$ cat config.mk
export PLATFORM = sky130hd
export DESIGN_NAME = gcode_cmd_sequencer_flat
export DESIGN_NICKNAME = d
export VERILOG_FILES = /design/src/rtl/gcode_cmd_sequencer_if.sv /design/src/rtl/gcode_cmd_sequencer.sv /design/src/flat_wrapper.sv
export SDC_FILE = /design/constraint.sdc
export NUM_CORES = 1
export LEC_CHECK = 0
export BUFFER_PORTS_ARGS = -buffer_cell sky130_fd_sc_hd__buf_2
export CORE_MARGIN = 2
export CORE_UTILIZATION = 50
export DETAILED_ROUTE_END_ITERATION = 8
export GPL_TIMING_DRIVEN = 0
export PLACE_DENSITY = 0.81
export REMOVE_ABC_BUFFERS = 1
export SLEW_MARGIN = 20
export SYNTH_ARGS = -nofsm -noshare
export SYNTH_HDL_FRONTEND = slang
export SYNTH_SLANG_ARGS = --single-unit
$ cat constraint.sdc
create_clock -name clk -period 2.4 [get_ports clk]
set_input_delay 0.24 -clock clk [delete_from_list [all_inputs] [get_ports clk]]
set_output_delay 0.24 -clock clk [all_outputs]
set_load 0.03 [all_outputs]
$ cat src/rtl/gcode_cmd_sequencer_if.sv
// rtl/gcode_cmd_sequencer_if.sv - program RAM read port and controller issue port of the G-code sequencer
interface gcode_cmd_sequencer_if #(
  parameter int ADDR_W = 10
);
  logic [ADDR_W-1:0] mem_addr;
  logic              mem_rd_en;
  logic [31:0]       mem_rdata;
  logic [3:0]        cmd;
  logic [13:0]       x_value_out;
  logic [13:0]       y_value_out;
  logic              memory_ready;
  logic              controller_ready;

  modport master (
    output mem_addr, mem_rd_en, cmd, x_value_out, y_value_out, memory_ready,
    input  mem_rdata, controller_ready
  );

  modport slave (
    input  mem_addr, mem_rd_en, cmd, x_value_out, y_value_out, memory_ready,
    output mem_rdata, controller_ready
  );
endinterface

$ cat src/rtl/gcode_cmd_sequencer.sv
// rtl/gcode_cmd_sequencer.sv - steps a stored G-code program into the SCARA controller interface
// Optional SEQ_LOOP_EN: an issued M2 restarts the program at address 0 instead of stopping.
module gcode_cmd_sequencer #(
  parameter int ADDR_W        = 10,
  parameter int PROG_DEPTH    = 1024,
  parameter int SETTLE_CYCLES = 4,
  parameter int CNT_W         = 16
) (
  input  logic                  clk,
  input  logic                  reset_n,
  input  logic                  start,
  input  logic                  pause,
  input  logic                  block,
  gcode_cmd_sequencer_if.master bus,
  output logic                  busy,
  output logic                  done,
  output logic                  err,
  output logic [CNT_W-1:0]      cmd_count
);
`ifdef SEQ_LOOP_EN
  localparam bit LOOP_EN = 1'b1;
`else
  localparam bit LOOP_EN = 1'b0;
`endif

  localparam int                SC_W        = (SETTLE_CYCLES > 1) ? $clog2(SETTLE_CYCLES) : 1;
  localparam logic [3:0]        OP_M2       = 4'd6;
  localparam logic [3:0]        OP_MAX      = 4'd8;
  localparam logic [ADDR_W-1:0] LAST_ADDR   = ADDR_W'(PROG_DEPTH - 1);
  localparam logic [SC_W-1:0]   SETTLE_LAST = SC_W'(SETTLE_CYCLES - 1);

  typedef enum logic [2:0] {IDLE, FETCH, WAIT_RD, DECODE, ISSUE, SETTLE, DONE} state_t;

  state_t          state, state_nx;
  logic [SC_W-1:0] settle_cnt;
  logic            issue_fire;
  logic            restart;

  always_comb begin
    state_nx         = state;
    issue_fire       = 1'b0;
    restart          = 1'b0;
    bus.mem_rd_en    = 1'b0;
    bus.memory_ready = 1'b0;
    busy             = (state != IDLE) && (state != DONE) && !block;
    done             = (state == DONE);
    if (block) begin
      state_nx = IDLE;
    end else begin
      case (state)
        IDLE, DONE: begin
          if (start) begin
            state_nx = FETCH;
            restart  = 1'b1;
          end
        end
        FETCH: begin
          bus.mem_rd_en = 1'b1;
          state_nx      = WAIT_RD;
        end
        WAIT_RD: state_nx = DECODE;
        DECODE:  state_nx = (bus.cmd > OP_MAX) ? DONE : ISSUE;
        ISSUE: begin
          if (bus.controller_ready && !pause) begin
            bus.memory_ready = 1'b1;
            issue_fire       = 1'b1;
            if (bus.cmd == OP_M2) state_nx = LOOP_EN ? FETCH : DONE;
            else                  state_nx = SETTLE;
          end
        end
        SETTLE: begin
          if (settle_cnt == SETTLE_LAST)
            state_nx = (bus.mem_addr == LAST_ADDR) ? DONE : FETCH;
        end
        default: state_nx = IDLE;
      endcase
    end
  end

  // Datapath updates are suppressed while block is high so count and err hold.
  always_ff @(posedge clk or negedge reset_n) begin
    if (!reset_n) begin
      state           <= IDLE;
      bus.mem_addr    <= '0;
      bus.cmd         <= '0;
      bus.x_value_out <= '0;
      bus.y_value_out <= '0;
      settle_cnt      <= '0;
      cmd_count       <= '0;
      err             <= 1'b0;
    end else begin
      state <= state_nx;
      if (restart) begin
        bus.mem_addr <= '0;
        cmd_count    <= '0;
        err          <= 1'b0;
      end
      if (!block) begin
        case (state)
          WAIT_RD: {bus.cmd, bus.x_value_out, bus.y_value_out} <= bus.mem_rdata;
          DECODE:  if (bus.cmd > OP_MAX) err <= 1'b1;
          ISSUE: begin
            if (issue_fire) begin
              if (!(&cmd_count)) cmd_count <= cmd_count + 1'b1;
              settle_cnt <= '0;
              if (LOOP_EN && bus.cmd == OP_M2) bus.mem_addr <= '0;
            end
          end
          SETTLE: begin
            settle_cnt <= settle_cnt + 1'b1;
            if (settle_cnt == SETTLE_LAST) begin
              if (bus.mem_addr == LAST_ADDR) err <= 1'b1;
              else                           bus.mem_addr <= bus.mem_addr + 1'b1;
            end
          end
          default: ;
        endcase
      end
    end
  end
endmodule

$ cat src/flat_wrapper.sv
// flat-port wrapper written by rule: the top's interface ports become plain ports
module gcode_cmd_sequencer_flat 
#(
  parameter int ADDR_W        = 10,
  parameter int PROG_DEPTH    = 1024,
  parameter int SETTLE_CYCLES = 4,
  parameter int CNT_W         = 16
)
  (clk, reset_n, start, pause, block, busy, done, err, cmd_count, bus_mem_addr, bus_mem_rd_en, bus_cmd, bus_x_value_out, bus_y_value_out, bus_memory_ready, bus_mem_rdata, bus_controller_ready);
  gcode_cmd_sequencer_if #(.ADDR_W(ADDR_W)) bus_i ();
  input  logic clk;
  input  logic reset_n;
  input  logic start;
  input  logic pause;
  input  logic block;
  output logic busy;
  output logic done;
  output logic err;
  output logic [CNT_W-1:0] cmd_count;
  output wire logic [$bits(bus_i.mem_addr)-1:0] bus_mem_addr;
  output wire logic [$bits(bus_i.mem_rd_en)-1:0] bus_mem_rd_en;
  output wire logic [$bits(bus_i.cmd)-1:0] bus_cmd;
  output wire logic [$bits(bus_i.x_value_out)-1:0] bus_x_value_out;
  output wire logic [$bits(bus_i.y_value_out)-1:0] bus_y_value_out;
  output wire logic [$bits(bus_i.memory_ready)-1:0] bus_memory_ready;
  input wire logic [$bits(bus_i.mem_rdata)-1:0] bus_mem_rdata;
  input wire logic [$bits(bus_i.controller_ready)-1:0] bus_controller_ready;
  assign bus_mem_addr = bus_i.mem_addr;
  assign bus_mem_rd_en = bus_i.mem_rd_en;
  assign bus_cmd = bus_i.cmd;
  assign bus_x_value_out = bus_i.x_value_out;
  assign bus_y_value_out = bus_i.y_value_out;
  assign bus_memory_ready = bus_i.memory_ready;
  assign bus_i.mem_rdata = bus_mem_rdata;
  assign bus_i.controller_ready = bus_controller_ready;
  gcode_cmd_sequencer #(.ADDR_W(ADDR_W), .PROG_DEPTH(PROG_DEPTH), .SETTLE_CYCLES(SETTLE_CYCLES), .CNT_W(CNT_W)) u_core (.clk(clk), .reset_n(reset_n), .start(start), .pause(pause), .block(block), .bus(bus_i), .busy(busy), .done(done), .err(err), .cmd_count(cmd_count));
endmodule
==> impl_results.rst, run 1 <==
.. list-table::
   :header-rows: 1

   * - Metric
     - Value
   * - Status
     - finished clean
   * - Port Buffers
     - 100
   * - Core ar.
     - between 0.005 and 0.006 mm^2
   * - F_max
     - 460 MHz
   * - Min Tclk post-route
     - 2170 ps
   * - Final total power
     - a little under 4000 uW
   * - Worst endpoint required time
     - between 2000 and 3000 ps
   * - Area of all placed cells without fillers
     - 0.00387 mm^2
   * - CP cell instances
     - nand2b_2 > nor4_4 > o21ai_1 > mux2_2 > mux2i_1
   * - Height of the die
     - 81.8 um
   * - Highest-count cells in the layout ignoring fill and taps
     - sky130_fd_sc_hd__buf_2 (99), sky130_fd_sc_hd__dfrtp_1 (64), sky130_fd_sc_hd__mux2_2 (33)
   * - Max Root-Sink Buffers
     - 2
   * - CTS HTree Levels
     - 3
   * - Cells after Synth
     - 276
   * - Areal power density over the cells
     - 1020 mW/mm^2
   * - Largest driver fanout on the critical path
     - 14
   * - Relative contribution of the clock network to total power
     - 0.276
   * - Fraction of final layout cells sized beyond drive strength 1
     - 0.401
   * - Worst Setup End Kind
     - flop
   * - Count of standard-cell rows
     - 28
   * - Total length of routed wires
     - 7.18 mm
   * - Area added between synthesis and finish
     - 28.0%
   * - CP Buf/Inv Count
     - 0
   * - Finish-stage setup viols
     - 0
   * - Final slew viol count
     - 0
   * - Most common cell after layout, fill and taps aside
     - sky130_fd_sc_hd__buf_2
   * - Initial DRT Pass Iterations
     - 7
   * - Overflow left after global routing
     - 0
   * - Max Cap Violations
     - 0
   * - Total of flip-flops plus latches after synthesis
     - 64
   * - Normalized max-slew margin
     - 0.296
   * - CTS buffer count
     - 9
   * - Sum Neg Setup Slack
     - 0 ps
   * - Routability cong.
     - 0.826
   * - Hold violation count in the final report
     - 0
   * - Wire length of the first global-routing pass
     - ~11 mm
   * - Cell with the largest stage delay on the worst path
     - sky130_fd_sc_hd__dfrtp_1
   * - Average wire per standard cell
     - approximately 16 um
   * - CP Data Arrival Time
     - roughly 2400 ps
   * - Horiz. Die Dim
     - ~82 um
   * - Final period utilization
     - 0.906
   * - Unrepaired setup endpoints after global routing
     - no
   * - Initial antenna violation count
     - 0
   * - Worst setup slack before clock tree synthesis
     - 120 ps
   * - Number of primary I/O pins
     - 101
   * - HP Class
     - input pin to flop
   * - Cell area after technology mapping
     - around 0.0030 mm^2
   * - Worst hold slack across all endpoints
     - 132 ps
   * - Clock Pin Slew Worst Setup and Hold Paths
     - 70 ps
   * - Worst clock skew
     - 7.38 ps
   * - Count of nets after finishing
     - 423
   * - Transition at the pin with the smallest max-transition slack
     - 1050 ps
   * - Final routed DRC violation total
     - 0
   * - Avg Vias per Cell
     - between 5 and 6
   * - Initial standard-cell utilization of the core
     - 0.514
   * - Total clock sinks
     - 64
   * - Maximum number of pins on one net before global-route repair
     - 37
   * - CTS root buf
     - sky130_fd_sc_hd__clkbuf_8
   * - Crit path kind
     - flop to flop
   * - Portion of total power attributed to combinational logic
     - 0.332
   * - Count of different cell masters after synthesis
     - 44
   * - Post-synthesis cell type with the largest combined area
     - sky130_fd_sc_hd__dfrtp_1
   * - Proportion of power drawn by flip-flops and latches
     - 0.392
   * - Reported net switching power
     - 1450 uW
   * - Switching part of the total power
     - 0.367
   * - Vias in the first global route
     - 2460
   * - All-layer global routing usage
     - 0.223
   * - Syn Area/Cell
     - 11.0 um^2
   * - Worst skew pair latency
     - 340 ps
   * - Largest vdd supply drop
     - 0.838 mV
   * - Sort of element at the start of the critical path
     - flop
   * - Post-synth top area share
     - 0.529
   * - Internal power
     - roughly 2500 uW
   * - Biggest cell delay along the critical path
     - 630 ps
   * - PnR worst setup slack
     - 226 ps
   * - Total leakage power
     - between 0.0015 and 0.002 uW
   * - Post-Place Cell Area
     - approximately 0.0036 mm^2
   * - Detailed-placement wirelength estimate
     - 5.03 mm
   * - Remaining antenna violation count
     - 0
   * - Sequential-to-total area share from yosys stat
     - 0.529
   * - Warnings from Yosys
     - 0
   * - Clock tree from TritonCTS
     - done
   * - Number of antenna cells inserted
     - 0
   * - Overall via count from detail_route
     - 2641
   * - Synth area leaders
     - sky130_fd_sc_hd__dfrtp_1 (53%), sky130_fd_sc_hd__mux2_2 (12%), sky130_fd_sc_hd__nand2_1 (3.7%)
   * - Die area
     - 0.00669 mm^2
   * - Top cell family by delay on the critical path
     - simple AND/OR/NAND/NOR gates
   * - Number of DRC violations after detailed-routing iteration 0
     - between 150 and 200
cell families after synthesis:
family / after synthesis / synth area share
and+or+nand+nor: 102 / 0.174
DFF: 64 / 0.529
AOI/OAI and AO/OA: 48 / 0.107
muxes: 41 / 0.149
buffers and inverters: 17 / 0.0252
adders and majority gates: 3 / 0.0124
xor gates and xnor gates: 1 / 0.00290
synthesized netlist by cell type:
cell type	number
sky130_fd_sc_hd__nor3b_1	2
sky130_fd_sc_hd__a21oi_1	9
sky130_fd_sc_hd__o21ai_1	1
sky130_fd_sc_hd__nor2_1	13
sky130_fd_sc_hd__a41oi_1	3
sky130_fd_sc_hd__o21ai_0	11
sky130_fd_sc_hd__nor3_1	12
sky130_fd_sc_hd__nand4_1	8
sky130_fd_sc_hd__a211o_1	1
sky130_fd_sc_hd__and4_1	1
sky130_fd_sc_hd__mux2i_1	8
sky130_fd_sc_hd__nand4bb_1	1
sky130_fd_sc_hd__or3_1	1
sky130_fd_sc_hd__nand2b_1	3
sky130_fd_sc_hd__o2111a_1	1
sky130_fd_sc_hd__inv_1	7
sky130_fd_sc_hd__ha_1	3
sky130_fd_sc_hd__nor4_1	3
sky130_fd_sc_hd__o2111ai_1	1
sky130_fd_sc_hd__o22ai_1	1
sky130_fd_sc_hd__o31ai_1	4
sky130_fd_sc_hd__clkbuf_1	4
sky130_fd_sc_hd__dfrtp_1	64
sky130_fd_sc_hd__buf_4	2
sky130_fd_sc_hd__a22o_1	1
sky130_fd_sc_hd__buf_2	4
sky130_fd_sc_hd__nand2b_2	1
sky130_fd_sc_hd__a311oi_1	1
sky130_fd_sc_hd__o211ai_1	4
sky130_fd_sc_hd__nor2b_1	1
sky130_fd_sc_hd__xor2_1	1
sky130_fd_sc_hd__a31oi_1	4
sky130_fd_sc_hd__and3_1	7
sky130_fd_sc_hd__mux2_2	33
sky130_fd_sc_hd__a221o_1	2
sky130_fd_sc_hd__o21a_1	1
sky130_fd_sc_hd__o32ai_1	1
sky130_fd_sc_hd__nor4_4	1
sky130_fd_sc_hd__nand3_1	15
sky130_fd_sc_hd__o22a_1	1
sky130_fd_sc_hd__and2_1	2
sky130_fd_sc_hd__nand2_1	30
sky130_fd_sc_hd__or4_1	1
sky130_fd_sc_hd__o211a_1	1
metal layers:
metal	global-route usage	share of wire	up-vias
met1	0.289	0.44	1266
li1	-	-	1238
met3	0.0604	0.079	14
met2	0.351	0.46	123
met4	0.100	0.018	0
met5	0	0	-
stage by stage:
stage / utilization / std cells
3_5_place_dp: 0.616 / 445
6_report: 0.658 / 462
2_1_floorplan: - / 266
4_1_cts: 0.657 / 462
5_1_grt: 0.658 / 462
3_3_place_gp: 0.607 / 441
power by group through the flow:
stage | registers (uW) | logic, uW | clock network [uW]
final | 1550 | 1310 | 1090
after global routing | 1590 | 1380 | 1150
after CTS | 1550 | 1320 | 1100
after detailed placement | 1560 | 1320 | 0
after global placement | 1540 | 1280 | 0
after floorplan | 2100 | 339 | 0
path summary, 6_finish.rpt:
path	startpoint	end	slack, ps	cells after the start
worst max-delay path	u_core.state[2]$_DFFE_PN0P_	u_core.cmd_count[2]$_DFF_PN0_	230	5
worst min-delay path	bus_mem_rdata[27]	u_core.bus.x_value_out[13]$_DFFE_PN0P_	130	2
worst max register to register	u_core.state[2]$_DFFE_PN0P_	u_core.cmd_count[2]$_DFF_PN0_	230	5
worst min register to register	u_core.settle_cnt[1]$_DFFE_PN0P_	u_core.settle_cnt[1]$_DFFE_PN0P_	490	2
max in group asynchronous	reset_n	u_core.bus.x_value_out[12]$_DFFE_PN0P_	1510	3
min in group asynchronous	reset_n	u_core.bus.mem_addr[5]$_DFF_PN0_	360	2
cell type report:
cell class	instances	area, um^2
inverters	7	26.3
well taps	75	93.8
clock buffers	14	173
clock inverters	2	60.1
fillers	493	2010
repair buffers	105	559
multi-input cells	195	1360
flip-flops and latches	64	1600
state kept, by name, summed over array words and instances, names as in the netlist:
| register | count |
|---|---|
| u_core.cmd_count | 16 |
| u_core.err | 1 |
| u_core.bus.cmd | 4 |
| u_core.bus.y_value_out | 14 |
| u_core.settle_cnt | 2 |
| u_core.state | 3 |
| u_core.bus.x_value_out | 14 |
| u_core.bus.mem_addr | 10 |
what timing repair did:
item	4_1_cts	5_1_grt
gates resized for setup	0	2
endpoints found under the setup margin	0	19
endpoints found under the hold margin	28	0
setup buffers	0	0
hold buffers	1	0
Power figures use the tool's default switching activity.
==> run 2: changes to the inputs <==
ABC_AREA = 1   (was default)
CORE_UTILIZATION = 52   (was 50)
PLACE_DENSITY = 0.82   (was 0.81)
==> run 2 against run 1 <==
  * The run now ends with negative hold slack left
  * Via count up 14%
  * Routed wire length up 8.3%
  * Register-to-register slack improved by 220 ps
  * First-iteration DRC count fell by 11%
  * Clock power hardly changed
  * Clock-buffer cell count down 4
  * Hold slack worse by 150 ps
  * Final area increased by 9.0%
==> impl_results.rst, run 2 <==
.. list-table::
   :header-rows: 1

   * - Metric
     - Value
   * - Endpoint of the lowest-slack register-to-register path
     - u_core.bus.y_value_out[12]$_DFFE_PN0P_
   * - Syn Area/Cell
     - 8.85 um^2
   * - Final slew viol count
     - 0
   * - Violated checks
     - negative hold slack
   * - Top cell family by delay on the critical path
     - simple AND/OR/NAND/NOR gates
   * - Synth Area in Simple Gates
     - 0.290
   * - Area added between synthesis and finish
     - 22.0%
   * - All-layer global routing usage
     - 0.219
   * - Worst hold slack across all endpoints
     - -15.9 ps
   * - Number of flops mapped to enable cells by yosys
     - 0
   * - Total leakage power
     - about 0.0022 uW
   * - Worst endpoint required time
     - 2620 ps
   * - Initial antenna violation count
     - 0
   * - Avg Vias per Cell
     - 5.23
   * - Share of synthesized flip-flops with an asynchronous set or reset
     - 1.00
   * - Largest vdd supply drop
     - 0.794 mV
   * - Regs by FF count
     - u_core.cmd_count x16, u_core.bus.x_value_out x14, u_core.bus.y_value_out x14
   * - Average wire per standard cell
     - 13.5 um
   * - Count of different cell masters after synthesis
     - 36
   * - Unrepaired setup endpoints after global routing
     - no
   * - Number of DRC violations after detailed-routing iteration 0
     - 146
   * - Transition at the pin with the smallest max-transition slack
     - 777 ps
   * - Synth top cells by count
     - sky130_fd_sc_hd__nand2_1 (95), sky130_fd_sc_hd__dfrtp_1 (64), sky130_fd_sc_hd__nand3_1 (43)
   * - Normalized max-slew margin
     - 0.481
   * - Core ar.
     - ~0.0064 mm^2
   * - Number of antenna cells inserted
     - 0
   * - Most instantiated library cell after synthesis
     - sky130_fd_sc_hd__nand2_1
   * - Total length of routed wires
     - slightly below 8 mm
   * - Die area
     - 0.00732 mm^2
   * - Highest-count cells in the layout ignoring fill and taps
     - sky130_fd_sc_hd__buf_2 (99), sky130_fd_sc_hd__nand2_1 (95), sky130_fd_sc_hd__dfrtp_1 (64)
   * - Cell with the largest stage delay on the worst path
     - sky130_fd_sc_hd__nand3_2
   * - Count of nets after finishing
     - 534
   * - Clock tree from TritonCTS
     - done
   * - Post-Place Cell Area
     - between 0.003 and 0.004 mm^2
   * - Biggest cell delay along the critical path
     - 620 ps
   * - Most common cell after layout, fill and taps aside
     - sky130_fd_sc_hd__buf_2
   * - Synth area leaders
     - sky130_fd_sc_hd__dfrtp_1 (46%), sky130_fd_sc_hd__nand2_1 (10%), sky130_fd_sc_hd__mux2_2 (10%)
   * - CTS root buf
     - sky130_fd_sc_hd__clkbuf_8
   * - Max FFs per register
     - 16
   * - Height of the die
     - 85.6 um
   * - Initial standard-cell utilization of the core
     - 0.542
   * - Hold violation count in the final report
     - 35
   * - Wire length of the first global-routing pass
     - between 10 and 15 mm
   * - Routability cong.
     - 0.889
   * - Dominant combinational cell family by area after synthesis
     - simple AND/OR/NAND/NOR gates
   * - Core utilization of the finished layout
     - 0.661
   * - CP Data Arrival Time
     - 2170 ps
   * - Min Tclk post-route
     - 1950 ps
   * - Final routed DRC violation total
     - 0
   * - Max Root-Sink Buffers
     - 2
   * - CTS HTree Levels
     - 3
   * - Number of buffers inserted to repair setup after CTS
     - 0
   * - Final period utilization
     - 0.812
   * - Horiz. Die Dim
     - 85.6 um
   * - Fraction of final layout cells sized beyond drive strength 1
     - 0.353
   * - Finish-stage setup viols
     - 0
   * - CP cell instances
     - inv_4 > nand3_2 > mux2_2
   * - Worst clock skew
     - 8.27 ps
   * - Initial DRT Pass Iterations
     - 4
   * - Warnings from Yosys
     - 0
   * - Sequential-to-total area share from yosys stat
     - 0.463
   * - HP Class
     - input pin to async pin
   * - Cell area after technology mapping
     - roughly 0.0035 mm^2
   * - Count of standard-cell rows
     - 29
   * - Worst Setup End Kind
     - flop
   * - Total of flip-flops plus latches after synthesis
     - 64
   * - Overall via count from detail_route
     - ~3000
   * - Max Cap Violations
     - 0
   * - R2r worst-path depth
     - 3
   * - Reg2reg setup slack
     - 450 ps
   * - Worst skew pair latency
     - 340 ps
   * - Port Buffers
     - 100
   * - Total clock sinks
     - 64
   * - Maximum number of pins on one net before global-route repair
     - 65
   * - CP Buf/Inv Count
     - 1
   * - CTS buffer count
     - 9
   * - Sort of element at the start of the critical path
     - flop
   * - Xor/xnor share of the synthesized area
     - 0.0101
   * - F_max
     - 513 MHz
   * - # resized after CTS
     - 0
   * - Detailed-placement wirelength estimate
     - 5.61 mm
   * - Overflow left after global routing
     - 0
   * - Sum Neg Setup Slack
     - 0 ps
   * - Register with the highest flop count
     - u_core.cmd_count
   * - Area of all placed cells without fillers
     - 0.00422 mm^2
   * - Compound-cell area share of the yosys netlist
     - 0.0622
   * - Post-synth top area share
     - 0.463
   * - Remaining antenna violation count
     - 0
   * - Status
     - complete, but fails checks
   * - Fraction of the mapped netlist area in adder cells
     - 0.0108
   * - Fillcell total
     - 526
   * - Clock Pin Slew Worst Setup and Hold Paths
     - 80 ps
   * - Flip-flop cell with the highest count after synthesis
     - sky130_fd_sc_hd__dfrtp_1
   * - Reg-to-reg critical path startpoint
     - u_core.state[0]$_DFFE_PN0P_
   * - Largest driver fanout on the critical path
     - 33
   * - Number of primary I/O pins
     - 101
   * - Cells after Synth
     - 391
   * - Crit path kind
     - flop to flop
   * - Post-synthesis cell type with the largest combined area
     - sky130_fd_sc_hd__dfrtp_1
   * - Mux share of post-synthesis cell area
     - 0.101
   * - Number of buffers inserted by hold repair at cts
     - 0
   * - Vias in the first global route
     - 2962
   * - Areal power density over the cells
     - ~960 mW/mm^2
## run 2: changes by cell type in the layout (fill, tap and decap cells not counted), sizes merged, moves of 8 or more
| cell | before | now |
|---|---|---|
| nand2 | 30 | 101 |
| mux2i | 8 | 0 |
| nand3 | 15 | 46 |
| inv | 7 | 36 |
| o21ai | 12 | 22 |
| nor2 | 13 | 45 |
## run 2: area by class of cell
class	instances	area, um^2	area share
Timing Repair Buffer	100	503	0.119
Multi-Input combinational cell	281	1640	0.389
Clock buffer	10	138	0.0326
Tap cell	77	96.3	0.0228
Inverter	37	149	0.0353
Sequential cell	64	1600	0.379
Clock inverter	6	92.6	0.0219
## run 2: kinds of logic after synthesis
logic type	after synthesis
compound gates	36
flops	64
simple gates	207
mux	31
fa+ha+maj	3
buf+inv	46
xor+xnor	4
## run 2: how the worst max path moves through the flow
stage	from	endpoint	slack (ps)	cells after the start
after global routing	u_core.state[0]$_DFFE_PN0P_	u_core.bus.y_value_out[6]$_DFFE_PN0P_	320	3
after detailed placement	block	u_core.bus.y_value_out[12]$_DFFE_PN0P_	310	4
after floorplan	u_core.cmd_count[0]$_DFF_PN0_	u_core.cmd_count[11]$_DFF_PN0_	660	8
final	u_core.state[0]$_DFFE_PN0P_	u_core.bus.y_value_out[12]$_DFFE_PN0P_	450	3
after CTS	u_core.state[0]$_DFFE_PN0P_	u_core.bus.y_value_out[12]$_DFFE_PN0P_	450	3
after global placement	block	u_core.bus.x_value_out[12]$_DFFE_PN0P_	370	4
## run 2: where the power goes
part / total (uW) / leakage [uW] / internal [uW] / switching, uW
sequential: 1550 / 0.000828 / 1370 / 175
clock: 1060 / 0.000109 / 616 / 447
combinational: 1430 / 0.00128 / 485 / 947
total: 4040 / 0.00221 / 2470 / 1570
## run 2: through the flow
step | cells | total power [uW] | setup slack [ps]
2_1_floorplan | 382 | 2540 | 663
3_3_place_gp | 559 | 2960 | 374
3_5_place_dp | 559 | 3000 | 312
4_1_cts | 575 | 4070 | 448
5_1_grt | 575 | 4230 | 322
6_report | 575 | 4040 | 451
## run 2: layer usage
layer  up-vias  global-route usage  part of all wire
met4         0              0.0851             0.016
met3        13              0.0760             0.091
met5         -                   0                 0
li1       1493                   -                 -
met1      1382               0.282              0.43
met2       121               0.342              0.46
==> run 3: changes to the inputs <==
CORE_UTILIZATION = 47   (was 52)
PLACE_DENSITY = 0.78   (was 0.82)
clock period = 1.64 ns   (was 2.4 ns; I/O delays follow)
==> run 3 against run 2 <==
  * The run now ends clean
  * Setup slack lost 440 ps
  * Hold slack better by 50 ps
  * Final cell count rose by 8.9%
  * Final area increased by 9.1%
  * Routed wire length increased by 18%
  * Clock-buffer cell count is 1 lower
  * Sequential share of layout area shrank 3.1 points
  * Sequential cell count did not move
  * Total power increased by 50%
  * Die area up 10%
  * Via count increased by 8.5%
  * Sequential power grew 46%
  * Critical path type is now flop to output pin
  * Largest cell class unchanged
==> impl_results.rst, run 3 (synthesis results as in run 2) <==
.. list-table::
   :header-rows: 1

   * - Metric
     - Value
   * - Cells after DPL
     - 582
   * - Most frequent cell on the critical path
     - sky130_fd_sc_hd__nor2_4
   * - Overall via count from detail_route
     - between 3000 and 4000
   * - CTS root buf
     - sky130_fd_sc_hd__clkbuf_8
   * - Count of standard-cell rows
     - 31
   * - Regs by FF count
     - u_core.cmd_count x16, u_core.bus.x_value_out x14, u_core.bus.y_value_out x14
   * - Largest vdd supply drop
     - 1.31 mV
   * - Crit path kind
     - flop to output pin
   * - Initial DRT Pass Iterations
     - 5
   * - Worst clock skew
     - 12.6 ps
   * - Total leakage power
     - 0.00236 uW
   * - CTS buffer count
     - 9
   * - Areal power density over the cells
     - ~1300 mW/mm^2
   * - Routability cong.
     - between 0.8 and 0.9
   * - Vias in the first global route
     - approximately 3100
   * - Number of DRC violations after detailed-routing iteration 0
     - 258
   * - Fraction of final layout cells sized beyond drive strength 1
     - 0.416
   * - HP Class
     - input pin to flop
   * - Horiz. Die Dim
     - 89.8 um
   * - Register with the highest flop count
     - u_core.cmd_count
   * - Post-Place Cell Area
     - 0.00404 mm^2
   * - Avg Vias per Cell
     - 5.21
   * - Worst skew pair latency
     - approximately 360 ps
   * - Highest-count cells in the layout ignoring fill and taps
     - sky130_fd_sc_hd__buf_2 (96), sky130_fd_sc_hd__nand2_1 (91), sky130_fd_sc_hd__dfrtp_1 (60)
   * - Final period utilization
     - 0.995
   * - Maximum number of pins on one net before global-route repair
     - 35
   * - Clock tree from TritonCTS
     - done
   * - Initial standard-cell utilization of the core
     - 0.482
   * - Worst Setup End Kind
     - output pin
   * - Area added between synthesis and finish
     - 33.2%
   * - Min Tclk post-route
     - 1630 ps
   * - Initial antenna violation count
     - 0
   * - Clock Pin Slew Worst Setup and Hold Paths
     - 80 ps
   * - Number of antenna cells inserted
     - 0
   * - All-layer global routing usage
     - 0.218
   * - R2r worst-path depth
     - 6
   * - Wire length of the first global-routing pass
     - 14.3 mm
   * - Worst endpoint required time
     - between 1000 and 1500 ps
   * - Max Root-Sink Buffers
     - 2
   * - Final total power
     - 6050 uW
   * - Sort of element at the start of the critical path
     - flop
   * - Max FFs per register
     - 16
   * - Detailed-placement wirelength estimate
     - 6.09 mm
   * - Core ar.
     - 0.00718 mm^2
   * - Unrepaired setup endpoints after global routing
     - yes
   * - CTS HTree Levels
     - 3
   * - Total clock sinks
     - 64
   * - Normalized max-slew margin
     - 0.697
   * - Remaining antenna violation count
     - 0
   * - Hold violation count in the final report
     - 0
   * - Average wire per standard cell
     - 14.6 um
   * - Status
     - finished clean
   * - Launching instance or port of the critical path
     - u_core.state[2]$_DFFE_PN0P_
   * - Overflow left after global routing
     - 0
   * - Height of the die
     - 89.8 um
   * - Layout Cells excl Fill
     - 626
   * - Max Cap Violations
     - 0
   * - Area of all placed cells without fillers
     - about 0.0046 mm^2
   * - Finish-stage setup viols
     - 0
   * - Biggest cell delay along the critical path
     - 450 ps
   * - Crit path to
     - busy
   * - Worst hold slack across all endpoints
     - 34.4 ps
   * - Total length of routed wires
     - 9.15 mm
   * - Reg2reg setup slack
     - 20 ps
   * - Transition at the pin with the smallest max-transition slack
     - 454 ps
   * - Final slew viol count
     - 0
   * - F_max
     - 613 MHz
   * - CP Data Arrival Time
     - ~1500 ps
   * - Reg-to-reg critical path startpoint
     - u_core.state[0]$_DFFE_PN0P_
   * - Endpoint of the lowest-slack register-to-register path
     - u_core.bus.mem_addr[1]$_DFF_PN0_
   * - CP cell instances
     - nor2_4 > nor2_4 > nor2_2 > buf_6
   * - Count of nets after finishing
     - ~560
   * - Port Buffers
     - 100
   * - Cell with the largest stage delay on the worst path
     - sky130_fd_sc_hd__dfrtp_2
   * - Final routed DRC violation total
     - 0
   * - Largest driver fanout on the critical path
     - 6
   * - Number of primary I/O pins
     - 101
   * - Most common cell after layout, fill and taps aside
     - sky130_fd_sc_hd__buf_2
   * - Sum Neg Setup Slack
     - 0 ps
   * - Die area
     - 0.00806 mm^2
## run 3: cell count changes in the layout (fill, tap and decap cells not counted), sizes merged, moves of 2 or more
| cell | previous run | this run |
|---|---|---|
| inv | 36 | 38 |
| nand3 | 46 | 48 |
| nand2 | 101 | 103 |
| buf | 100 | 124 |
## run 3: critical path: cells and delay by family (launching register included)
family | cells | cell delay (ps)
and+or+nand+nor | 3 | 510
DFF | 1 | 450
buffers and inverters | 1 | 150
## run 3: how the worst min path moves through the flow
stage,start,slack [ps],depth (start not counted),to
final,bus_mem_rdata[9],30,2,u_core.bus.y_value_out[9]$_DFFE_PN0P_
after global placement,bus_mem_rdata[13],400,2,u_core.bus.y_value_out[13]$_DFFE_PN0P_
after CTS,bus_mem_rdata[21],30,2,u_core.bus.x_value_out[7]$_DFFE_PN0P_
after detailed placement,reset_n,140,1,u_core.bus.x_value_out[2]$_DFFE_PN0P_
after global routing,bus_mem_rdata[27],30,2,u_core.bus.x_value_out[13]$_DFFE_PN0P_
after floorplan,reset_n,-130,0,u_core.bus.cmd[0]$_DFFE_PN0P_
## run 3: per-stage QoR
stage | worst slack (ps) | util
2_1_floorplan | -96.5 | -
3_3_place_gp | -332 | 0.560
3_5_place_dp | -367 | 0.563
4_1_cts | -0.702 | 0.604
5_1_grt | -86.3 | 0.642
6_report | 8.87 | 0.642
## run 3: metal layers
metal  up-vias  track usage  part of all wire
met1      1522        0.275              0.41
met4         0       0.0833             0.014
met5         -            0                 0
li1       1561            -                 -
met3        14       0.0612             0.088
met2       167        0.357              0.49
## run 3: report_power, final
part           leakage, uW  switching, uW  internal (uW)
Combinational      0.00143           1460            769
Sequential        0.000822            252           2010
Clock             0.000110            690            871
## run 3: area by class of cell
| type | instances | area, um^2 |
|---|---|---|
| repair buffers | 125 | 732 |
| multi-input cells | 285 | 1760 |
| inverters | 37 | 154 |
| flip-flops and latches | 64 | 1610 |
| clock buffers | 9 | 124 |
| clock inverters | 7 | 103 |
| well taps | 99 | 124 |
| fillers | 587 | 2570 |
## run 3: repair_timing
action / in CTS / in global routing
pin swaps: 3 / 10
endpoints found under the setup margin: 58 / 63
hold buffers: 1 / 0
gates cloned: 0 / 4
hold endpoints to repair: 33 / 0
buffers inserted: 2 / 21
gates resized for setup: 8 / 26
